File: config.mk
export PLATFORM = sky130hd
export DESIGN_NAME = stopwatch_mmss
export DESIGN_NICKNAME = d
export VERILOG_FILES = /design/src/rtl/stopwatch_mmss.sv
export SDC_FILE = /design/constraint.sdc
export NUM_CORES = 1
export LEC_CHECK = 0
export CORE_ASPECT_RATIO = 0.8
export CORE_MARGIN = 4
export CORE_UTILIZATION = 60
export DETAILED_ROUTE_END_ITERATION = 8
export DONT_BUFFER_PORTS = 1
export GPL_ROUTABILITY_DRIVEN = 0
export HOLD_SLACK_MARGIN = 0.02
export PLACE_DENSITY = 0.74
export SYNTH_ARGS = -nofsm -noshare
export SYNTH_HDL_FRONTEND = slang
export SYNTH_SLANG_ARGS = --single-unit
File: constraint.sdc
create_clock -name clk -period 4.7 [get_ports clk]
set_input_delay 0.705 -clock clk [delete_from_list [all_inputs] [get_ports clk]]
set_output_delay 0.705 -clock clk [all_outputs]
set_load 0.005 [all_outputs]
File: src/rtl/stopwatch_mmss.sv
// stopwatch_mmss: MM:SS stopwatch stepped by rising edges of a 1 Hz square wave.
//
// Parameters:
//   MIN_LIMIT   - last displayed minute value (1..59)
//   STOP_AT_MAX - 0: wrap MIN_LIMIT:59 -> 00:00 and keep running
//                 1: hold at MIN_LIMIT:59 and pause
// Ports:
//   clk, rst            - system clock, synchronous active-high reset
//   clk1hz              - 1 Hz square wave, synchronous to clk
//   start_stop          - pulse: toggle run/pause
//   clear               - pulse: back to 00:00 and idle
//   lap                 - pulse: toggle lap freeze of the display
//   sec_ones..min_tens  - displayed BCD digits
//   running             - high while counting is enabled
//   lap_active          - high while the display shows the lap snapshot
//   max_reached         - one-cycle pulse when the count hits/passes MIN_LIMIT:59
module stopwatch_mmss #(
    parameter int unsigned MIN_LIMIT   = 59,
    parameter bit          STOP_AT_MAX = 1'b0
) (
    input  logic       clk,
    input  logic       rst,
    input  logic       clk1hz,
    input  logic       start_stop,
    input  logic       clear,
    input  logic       lap,
    output logic [3:0] sec_ones,
    output logic [2:0] sec_tens,
    output logic [3:0] min_ones,
    output logic [2:0] min_tens,
    output logic       running,
    output logic       lap_active,
    output logic       max_reached
);

    localparam logic [1:0] IDLE  = 2'd0;
    localparam logic [1:0] RUN   = 2'd1;
    localparam logic [1:0] PAUSE = 2'd2;

    localparam logic [2:0] LIM_T = 3'(MIN_LIMIT / 10);
    localparam logic [3:0] LIM_O = 4'(MIN_LIMIT % 10);

    // Count and snapshot packed as {min_tens, min_ones, sec_tens, sec_ones}.
    logic [1:0]  state_q, state_d;
    logic [13:0] cnt_q, cnt_d, cnt_inc;
    logic [13:0] snap_q, snap_d;
    logic        lap_q, lap_d;
    logic        max_q, max_d;
    logic        clk1hz_q;

    logic       tick, count_en, at_max, lands;
    logic [3:0] c_so, c_mo;
    logic [2:0] c_st, c_mt;
    logic [13:0] disp;

    assign c_so = cnt_q[3:0];
    assign c_st = cnt_q[6:4];
    assign c_mo = cnt_q[10:7];
    assign c_mt = cnt_q[13:11];

    assign tick     = clk1hz & ~clk1hz_q;
    assign count_en = (state_q == RUN) && tick;
    assign at_max   = (c_mt == LIM_T) && (c_mo == LIM_O) && (c_st == 3'd5) && (c_so == 4'd9);
    // The next increment lands exactly on MIN_LIMIT:59.
    assign lands    = (c_mt == LIM_T) && (c_mo == LIM_O) && (c_st == 3'd5) && (c_so == 4'd8);

    // BCD increment with carry chain; wraps to 00:00 after MIN_LIMIT:59.
    always_comb begin
        cnt_inc = cnt_q;
        if (at_max) begin
            cnt_inc = '0;
        end else if (c_so != 4'd9) begin
            cnt_inc[3:0] = c_so + 4'd1;
        end else begin
            cnt_inc[3:0] = 4'd0;
            if (c_st != 3'd5) begin
                cnt_inc[6:4] = c_st + 3'd1;
            end else begin
                cnt_inc[6:4] = 3'd0;
                if (c_mo != 4'd9) begin
                    cnt_inc[10:7] = c_mo + 4'd1;
                end else begin
                    cnt_inc[10:7]  = 4'd0;
                    cnt_inc[13:11] = c_mt + 3'd1;
                end
            end
        end
    end

    always_comb begin
        state_d = state_q;
        cnt_d   = cnt_q;
        snap_d  = snap_q;
        lap_d   = lap_q;
        max_d   = 1'b0;
        if (clear) begin
            state_d = IDLE;
            cnt_d   = '0;
            lap_d   = 1'b0;
        end else begin
            // Increment is qualified by the state before any transition this cycle.
            if (count_en) begin
                cnt_d = cnt_inc;
                max_d = at_max | (STOP_AT_MAX & lands);
            end
            if (start_stop) begin
                state_d = (state_q == RUN) ? PAUSE : RUN;
            end else if (STOP_AT_MAX && count_en && lands) begin
                state_d = PAUSE;
            end
            if (!start_stop && lap && (state_q != IDLE)) begin
                if (!lap_q) begin
                    lap_d  = 1'b1;
                    snap_d = cnt_d;
                end else begin
                    lap_d = 1'b0;
                end
            end
        end
    end

    always_ff @(posedge clk) begin
        clk1hz_q <= clk1hz;
        if (rst) begin
            state_q <= IDLE;
            cnt_q   <= '0;
            snap_q  <= '0;
            lap_q   <= 1'b0;
            max_q   <= 1'b0;
        end else begin
            state_q <= state_d;
            cnt_q   <= cnt_d;
            snap_q  <= snap_d;
            lap_q   <= lap_d;
            max_q   <= max_d;
        end
    end

    assign disp        = lap_q ? snap_q : cnt_q;
    assign sec_ones    = disp[3:0];
    assign sec_tens    = disp[6:4];
    assign min_ones    = disp[10:7];
    assign min_tens    = disp[13:11];
    assign running     = (state_q == RUN);
    assign lap_active  = lap_q;
    assign max_reached = max_q;

endmodule

==> results of run 1 <==
-- cells in the mapped netlist, types with 2 or more instances --
master     instances  area share (%)
mux2i_1            6             3.6
ha_1               4             3.0
a21oi_1            6             1.8
buf_2              3            0.90
dfxtp_1           33              40
a22oi_1            2            0.90
clkbuf_1           3            0.68
a211oi_2           5             3.8
nand2b_1           5             1.9
inv_1              3            0.68
xnor2_1            3             1.6
nor4_4             2             2.6
nor4_1             2            0.75
nor3_1             3            0.90
nand4bb_1          2             1.4
mux2_2            11             7.5
a211oi_1           8             3.6
o22ai_1            2            0.75
buf_6              2             1.4
nor2_1            32             7.2
o21ai_0            7             2.1
nand2_1            6             1.4
-- per-stage QoR --
| stage | worst slack, ns | total power [µW] | hold WS (ns) | cells |
|---|---|---|---|---|
| after floorplan | 2.69 | 305 | 0.447 | 172 |
| final | 2.26 | 453 | 0.384 | 208 |
| after CTS | 2.26 | 457 | 0.372 | 208 |
| after detailed placement | 2.61 | 305 | 0.457 | 200 |
| after global placement | 2.60 | 304 | 0.452 | 200 |
| after global routing | 2.22 | 474 | 0.359 | 208 |
-- registers in the layout (all words and copies together), names as in the netlist --
| name | flops |
|---|---|
| clk1hz_q | 1 |
| max_reached | 1 |
| lap_active | 1 |
| cnt_q | 14 |
| state_q | 2 |
| snap_q | 14 |
-- cells by family (layout without fill, tap and decap cells) --
logic type / after synthesis / in the layout / synth area share, %
buffers and inverters: 12 / 12 / 3.84
AO/OA/AOI/OAI: 37 / 37 / 16.7
AND/OR/NAND/NOR: 66 / 66 / 24.0
multiplexers: 17 / 17 / 11.1
adder cells (fa/ha/maj): 4 / 4 / 3.01
flip-flops: 33 / 33 / 39.8
XOR/XNOR: 3 / 3 / 1.58
-- where the power goes --
group	switching [µW]	total (µW)	internal [µW]
Clock	97.9	154	56.3
Combinational	7.91	13.7	5.82
Sequential	2.49	285	282
-- metal layers --
| metal | vias up | GRT usage, % | routed length [µm] |
|---|---|---|---|
| li1 | 623 | - | - |
| met1 | 569 | 24.5 | 1600 |
| met2 | 24 | 33.6 | 1500 |
| met3 | 5 | 5.66 | 143 |
| met4 | 0 | 9.80 | 40 |
| met5 | - | 0 | 0 |
-- final timing paths --
check                                              from  slack (ns)                       to
worst min register to register  snap_q[13]$_SDFFE_PP0P_        0.47  snap_q[13]$_SDFFE_PP0P_
worst max register to register  state_q[1]$_SDFFE_PP0P_        2.85  snap_q[10]$_SDFFE_PP0P_
worst max-delay path            lap_active$_SDFFE_PP0P_        2.26              min_tens[2]
worst min-delay path                             clk1hz        0.38         clk1hz_q$_DFF_P_
-- area by class of cell --
cell class                 instances  area share (%)
clock buffer                       5            2.19
timing repair buffer               1           0.438
inverter                           3           0.656
sequential                        33            38.5
clock inverter                     3            1.02
multi-input combinational        127            54.6
tap                               36            2.63
==> qor.yml, run 1 <==
outcome: "complete, no violations"
numPortBuffers: 0
die_w_um: 66.8
cts_buffers: 5
clock.fmax_ghz: 0.409
finalInstanceArea_um2: 1720
rows: 16
postCtsHoldBufs: 0
final_common_cell: "dfxtp_1"
drt_first_iter_violations: 66
core_area_um2: 2540
period_minus_slack_ns: 2.44
h-tree-depth: 2
grt_pass1_vias: 1212
path_clk_slew_ns: 0.11
period_share_pct: 52.0
tritoncts: "built"
remaining_drc_errors: 0
synth.distinct_cells: 44
fin_util_pct: 67.5
viasPerCell: 5.87
max_slew_margin_pct: 36.1
rsz0062_at_grt: "no"
min_path_type: "input pin to flip-flop"
drt_pass1_iterations: 4
antenna_found_initial: 0
required_ns: 3.99
ys_seq_area_share_pct: 39.8
wl_per_cell_um: 15.8
synth_flop_cell: "dfxtp_1"
multiInputGateArea_um2: 936
grt_usage_pct: 20.2
setup_viol: 0
min_delay_path_depth: 0
drtAntennaViolNets: 0
grt_max_degree: 29
maxCapViolations: 0
synth.avg_cell_area_um2: 9.65
cp_data_arrival_time_ns: 1.74
regArea_um2: 661
placed_cell_area_um2: 1660
path_buf_inv: 0
endpoint_kind: "output pin"
path_max_fanout: 21
area_growth_pct: 3.32
clk_latency_ns: 0.34
crit_chain: "mux2_2"
powerDensity_nw_per_um2: 264
crit_path_start_kind: "flip-flop"
antenna_cells: 0
clk_path_buf_depth: 2
synthesis.area_um2: 1660
nNetsFinal: 181
syn-num-nets: 182
slew_viol_final: 0
place_hpwl_mm: 2.27
io_pins: 23
drt_wl_total_mm: 3.29
r2r_cells: 4
cts_setup_buffers: 0
root_buffer: "clkbuf_4"
grt_first_pass_wirelength_mm: 5.51
vias: 1221
path_delay_family: "flip-flops"
post_cts_resized: 0
drive_gt1_share_pct: 19.2
hold_violations: 0
skew_ns: 0.0118
setup_tns_ns: 0
cpPeakStageDelay_ns: 0.97
cp.depth: 1
async_flop_share_pct: 0
initial_core_util_pct: 65.3
synthCells: 172
synth-seq-cells: 33
worstMarginPinSlew_ns: 0.957
crit_slowest_cell: "dfxtp_1"
cts.sinks: 33
nFillCells: 213
grt.overflow.total: 0
layout_common_cells: "dfxtp_1, nor2_1, mux2_2"
path_class: "flip-flop to output pin"
p_leak_uw: 0.000638
yosysWarningCount: 0
die_h_um: 55.1
die-area_um2: 3680
irDropWorstVdd_mv: 0.164
synth-edff-count: 0
No activity file was read; power rests on OpenSTA's default activity.
==> run 2: changes to the inputs <==
Clock period 4.7 ns to 2.5 ns, I/O delays scaled along.
==> run 2 against run 1 <==
  * Via count is 7.7% higher
  * Critical path depth is 3 higher
  * Global-route usage is 1.4 points higher
  * Sequential share of layout area is 1.4 points lower
  * Register-to-register slack worse by 2.2 ns
  * Design area is 3.6% higher
  * Utilization is 2.5 points higher
  * Non-clock buffer count is 2 higher
  * First-iteration DRC count is 33% higher
  * Flip-flop and latch count stayed put
  * Worst setup slack worse by 1.6 ns
  * Critical path type is now flip-flop to flip-flop
  * Highest routed layer unchanged
==> qor.yml, run 2 (synthesis results as in run 1) <==
outcome: "complete, no violations"
nFillCells: 231  # +8.5%
pwr-share-clk_pct: 46.4  # +12 points
cp_data_arrival_time_ns: 2.10  # +0.36 ns
h-tree-depth: 2  # unchanged
grt_first_pass_wirelength_mm: 5.80  # +5.3%
grt_pass1_vias: 1210  # -0.17%
min_from: "clk1hz"
irDropWorstVdd_mv: 0.453  # +180%
setup_tns_ns: 0  # unchanged
period_minus_slack_ns: 1.89
rows: 16  # unchanged
hold_violations: 0  # unchanged
rsz0062_at_grt: "no"
crit_path_start_kind: "flip-flop"
powerDensity_nw_per_um2: 590  # +120%
dp_worst_setup_slack_ns: 0.629  # -1.98 ns
clock.fmax_ghz: 0.529
cts_buffers: 5  # unchanged
maxCapViolations: 0  # unchanged
path_class: "flip-flop to flip-flop"
rr_startpoint: "state_q[0]$_SDFFE_PP0P_"
viasPerCell: 6.26  # +6.7%
required_ns: 2.71  # -1.28 ns
die-area_um2: 3680  # unchanged
net-switching-power_uw: 197  # +82%
path_clk_slew_ns: 0.10  # about the same
clk_path_buf_depth: 2  # unchanged
sw_frac_of_total_pct: 18.8  # -5.1 points
final_common_cell: "dfxtp_1"
drive_gt1_share_pct: 20.1  # +0.93 points
pwr-share-seq_pct: 50.9  # -12 points
post_cts_resized: 0  # unchanged
cp-startpoint: "state_q[0]$_SDFFE_PP0P_"
grt.overflow.total: 0  # unchanged
io_pins: 23  # unchanged
die_w_um: 66.8  # unchanged
area_growth_pct: 7.08
antenna_cells: 0  # unchanged
comb_power_share_pct: 2.7  # -0.3 points
place_hpwl_mm: 2.45  # +7.8%
root_buffer: "clkbuf_4"
worstMarginPinSlew_ns: 0.765  # -0.191 ns
drtAntennaViolNets: 0  # unchanged
postCtsHoldBufs: 0  # unchanged
drt_pass1_iterations: 4  # unchanged
numPortBuffers: 0  # unchanged
grt_usage_pct: 21.7  # +1.4 points
regArea_um2: 661  # unchanged
drt_first_iter_violations: 88  # +33%
vias: 1315  # +7.7%
grt_max_degree: 21  # -28%
max_slew_margin_pct: 48.6  # +12 points
layout_common_cells: "dfxtp_1, nor2_1, mux2_2"
core_area_um2: 2540  # unchanged
setup_viol: 0  # unchanged
cts_setup_buffers: 0  # unchanged
p_leak_uw: 0.000673  # +5.5%
remaining_drc_errors: 0  # unchanged
min_path_type: "input pin to flip-flop"
clk_latency_ns: 0.32  # -0.02 ns
whs_ns: 0.0661  # -0.318 ns
cts.sinks: 33  # unchanged
setup_ws_ns: 0.609  # -1.65 ns
die_h_um: 55.1  # unchanged
reg_top3: "cnt_q: 14 flops, snap_q: 14 flops, state_q: 2 flops"
initial_core_util_pct: 65.3  # unchanged
p_int_uw: 852  # +150%
tritoncts: "built"
nNetsFinal: 183  # +1.1%
period_share_pct: 75.6
wl_per_cell_um: 16.4  # +3.8%
drt_wl_total_mm: 3.45  # +4.8%
rrSetupSlack_ns: 0.61  # -2.24 ns
endpoint_kind: "flip-flop"
path_max_fanout: 11  # -48%
slew_viol_final: 0  # unchanged
multiInputGateArea_um2: 936  # unchanged
antenna_found_initial: 0  # unchanged
skew_ns: 0.00748  # -0.00428 ns
## run 2: area by class of cell
cell class / count / area share [%]
Timing Repair Buffer: 3 / 1.27
Clock inverter: 3 / 3.66
Tap cell: 36 / 2.53
Sequential cell: 33 / 37.2
Inverter: 3 / 0.633
Clock buffer: 5 / 2.11
Multi-Input combinational cell: 127 / 52.6
## run 2: worst max-delay path: stages, from the launching register on
cell and delay (ns):
dfxtp_1 0.41, nand4bb_1 0.49, a2111o_1 0.55, a22oi_1 0.21, o22ai_1 0.11
## run 2: final timing paths
kind | end | depth (start not counted)
setup / recovery | snap_q[10]$_SDFFE_PP0P_ | 4
hold / removal | clk1hz_q$_DFF_P_ | 0
setup reg to reg | snap_q[10]$_SDFFE_PP0P_ | 4
hold reg to reg | snap_q[13]$_SDFFE_PP0P_ | 2
## run 2: layer usage
metal,part of all wire (%),vias up,track usage (%)
met5,0,-,0
met4,0.78,0,7.09
met3,6.2,5,6.46
met2,48,42,36.8
met1,45,637,26.6
li1,-,631,-
## run 2: power by group through the flow
stage	logic [µW]	clock network, µW	registers (µW)
after floorplan	27.1	0	545
after global placement	27.1	0	546
after detailed placement	28.1	0	547
after CTS	28.1	496	535
after global routing	30.9	515	535
final	27.9	487	534
## run 2: through the flow
stage | power [µW] | cell area (µm²) | std cells | util (%)
after floorplan | 573 | 1660 | 172 | -
after global placement | 573 | 1680 | 202 | 65.9
after detailed placement | 575 | 1680 | 202 | 65.9
after CTS | 1060 | 1780 | 210 | 69.9
after global routing | 1080 | 1780 | 210 | 69.9
final | 1050 | 1780 | 210 | 69.9
==> run 3: changes to the inputs <==
Settings changed: CORE_UTILIZATION 60 to 56, PLACE_DENSITY 0.74 to 0.72.
Clock period 2.5 ns to 1.7 ns, I/O delays scaled along.
==> run 3 against run 2 <==
  * Maximum frequency rose by 16%
  * Sequential share of layout area down 2.1 points
  * Cell count up 5.7%
  * Critical path type unchanged
  * Critical endpoint is now snap_q[13]$_SDFFE_PP0P_
  * Largest cell class unchanged
  * Largest power group unchanged
  * Highest routed layer unchanged
==> qor.yml, run 3 (synthesis results as in run 1) <==
place_hpwl_mm: 2.39  # -2.3%
setup_viol: 0  # unchanged
grt.overflow.total: 0  # unchanged
vias: 1327  # +0.91%
regArea_um2: 661  # unchanged
die_w_um: 68.9  # +3.1%
cp_data_arrival_time_ns: 1.85  # -0.25 ns
area_growth_pct: 13.3
tritoncts: "built"
final_common_cell: "dfxtp_1"
nNetsFinal: 193  # +5.5%
place_inst: 210  # +4.0%
cts_buffers: 5  # unchanged
clk_path_buf_depth: 2  # unchanged
die_h_um: 56.7  # +3.0%
core_area_um2: 2810  # +10%
skew_ns: 0.00636  # -0.00113 ns
drt_pass1_iterations: 4  # unchanged
grt_first_pass_wirelength_mm: 5.98  # +3.1%
crit_path_start_kind: "flip-flop"
layout_common_cells: "dfxtp_1, nor2_1, mux2_2"
worstMarginPinSlew_ns: 0.504  # -0.261 ns
p_leak_uw: 0.000722  # +7.2%
path_max_fanout: 6  # -5
die-area_um2: 3910  # +6.2%
maxCapViolations: 0  # unchanged
drtAntennaViolNets: 0  # unchanged
antenna_found_initial: 0  # unchanged
viasPerCell: 5.98  # -4.5%
root_buffer: "clkbuf_8"
finalInstanceArea_um2: 1880  # +5.8%
setup_tns_ns: 0  # unchanged
powerDensity_nw_per_um2: 750  # +27%
wl_per_cell_um: 16.3  # -0.74%
period_share_pct: 95.8  # +20 points
final_cell_count_no_fill: 222  # +5.7%
multiInputGateArea_um2: 962  # +2.8%
max_slew_margin_pct: 66.1  # +18 points
remaining_drc_errors: 0  # unchanged
period_minus_slack_ns: 1.63  # -0.263 ns
h-tree-depth: 2  # unchanged
irDropWorstVdd_mv: 0.537  # +18%
slew_viol_final: 0  # unchanged
endpoint_kind: "flip-flop"
hold_violations: 0  # unchanged
antenna_cells: 0  # unchanged
clk_latency_ns: 0.29  # -0.03 ns
rows: 17  # +1
nFillCells: 230  # -0.43%
placed_cell_area_um2: 1740  # +3.6%
min_delay_path_depth: 1  # +1
whs_ns: 0.0342  # -0.0319 ns
drive_gt1_share_pct: 23.4  # +3.3 points
grt_usage_pct: 20.5  # -1.2 points
cts.sinks: 33  # unchanged
io_pins: 23  # unchanged
path_clk_slew_ns: 0.07  # -0.03 ns
outcome: "complete, no violations"
grt_pass1_vias: 1303  # +7.7%
required_ns: 1.92  # -0.79 ns
initial_core_util_pct: 59.1  # -6.2 points
p_total_uw: 1410  # +34%
clock.fmax_ghz: 0.614  # +16%
drt_first_iter_violations: 94  # +6.8%
grt_max_degree: 29  # +38%
r2r_cells: 6  # +2
path_class: "flip-flop to flip-flop"
drt_wl_total_mm: 3.62  # +4.9%
numPortBuffers: 0  # unchanged
min_path_type: "input pin to flip-flop"
reg_top3: "cnt_q: 14 flops, snap_q: 14 flops, state_q: 2 flops"
==> run 3: layer usage <==
layer | routed length (µm) | GRT usage [%] | up-vias
met5 | 0 | 0 | -
met2 | 1690 | 32.3 | 33
li1 | - | - | 647
met3 | 197 | 6.40 | 10
met4 | 81 | 10.3 | 0
met1 | 1650 | 24.5 | 637
==> run 3: area by class of cell <==
cell class	count	share of cell area, %
Sequential cell	33	35.1
Timing Repair Buffer	13	6.25
Tap cell	38	2.53
Multi-Input combinational cell	127	51.1
Clock buffer	6	3.86
Clock inverter	2	0.532
Inverter	3	0.598
==> run 3: through the flow <==
stage               worst slack (ns)  util (%)
finish                        0.0721      67.0
global route                -0.00837      67.0
CTS                           0.0547      65.5
detailed placement          -0.00121      61.8
global placement              0.0826      61.8
floorplan                      0.121         -
==> run 3: what timing repair did <==
item / 4_1_cts / 5_1_grt
endpoints found under the setup margin: 1 / 5
buffers inserted: 0 / 1
resized for setup: 1 / 3
pin swaps: 0 / 0
hold buffers: 2 / 1
hold endpoints to repair: 6 / 2
gates cloned: 0 / 0
==> run 3: power breakdown <==
part | internal, µW | total, µW | leakage, µW | switching, µW
combinational | 26.1 | 57.4 | 0.000410 | 31.3
sequential | 781 | 786 | 0.000267 | 4.91
clock | 283 | 567 | 0.0000450 | 284
total | 1090 | 1410 | 0.000722 | 320
==> run 3: worst max-delay path: stages (launching register included) <==
cell and delay, ns:
dfxtp_1 0.31, inv_1 0.07, ha_1 0.25, nand3b_4 0.14, nor4_1 0.50, o221ai_1 0.18, a21oi_1 0.13
==> run 3: worst paths after layout <==
kind | from | end | slack (ns)
setup / recovery | cnt_q[1]$_SDFF_PP0_ | snap_q[13]$_SDFFE_PP0P_ | 0.07
hold / removal | rst | snap_q[2]$_SDFFE_PP0P_ | 0.03
setup reg to reg | cnt_q[1]$_SDFF_PP0_ | snap_q[13]$_SDFFE_PP0P_ | 0.07
hold reg to reg | snap_q[13]$_SDFFE_PP0P_ | snap_q[13]$_SDFFE_PP0P_ | 0.48
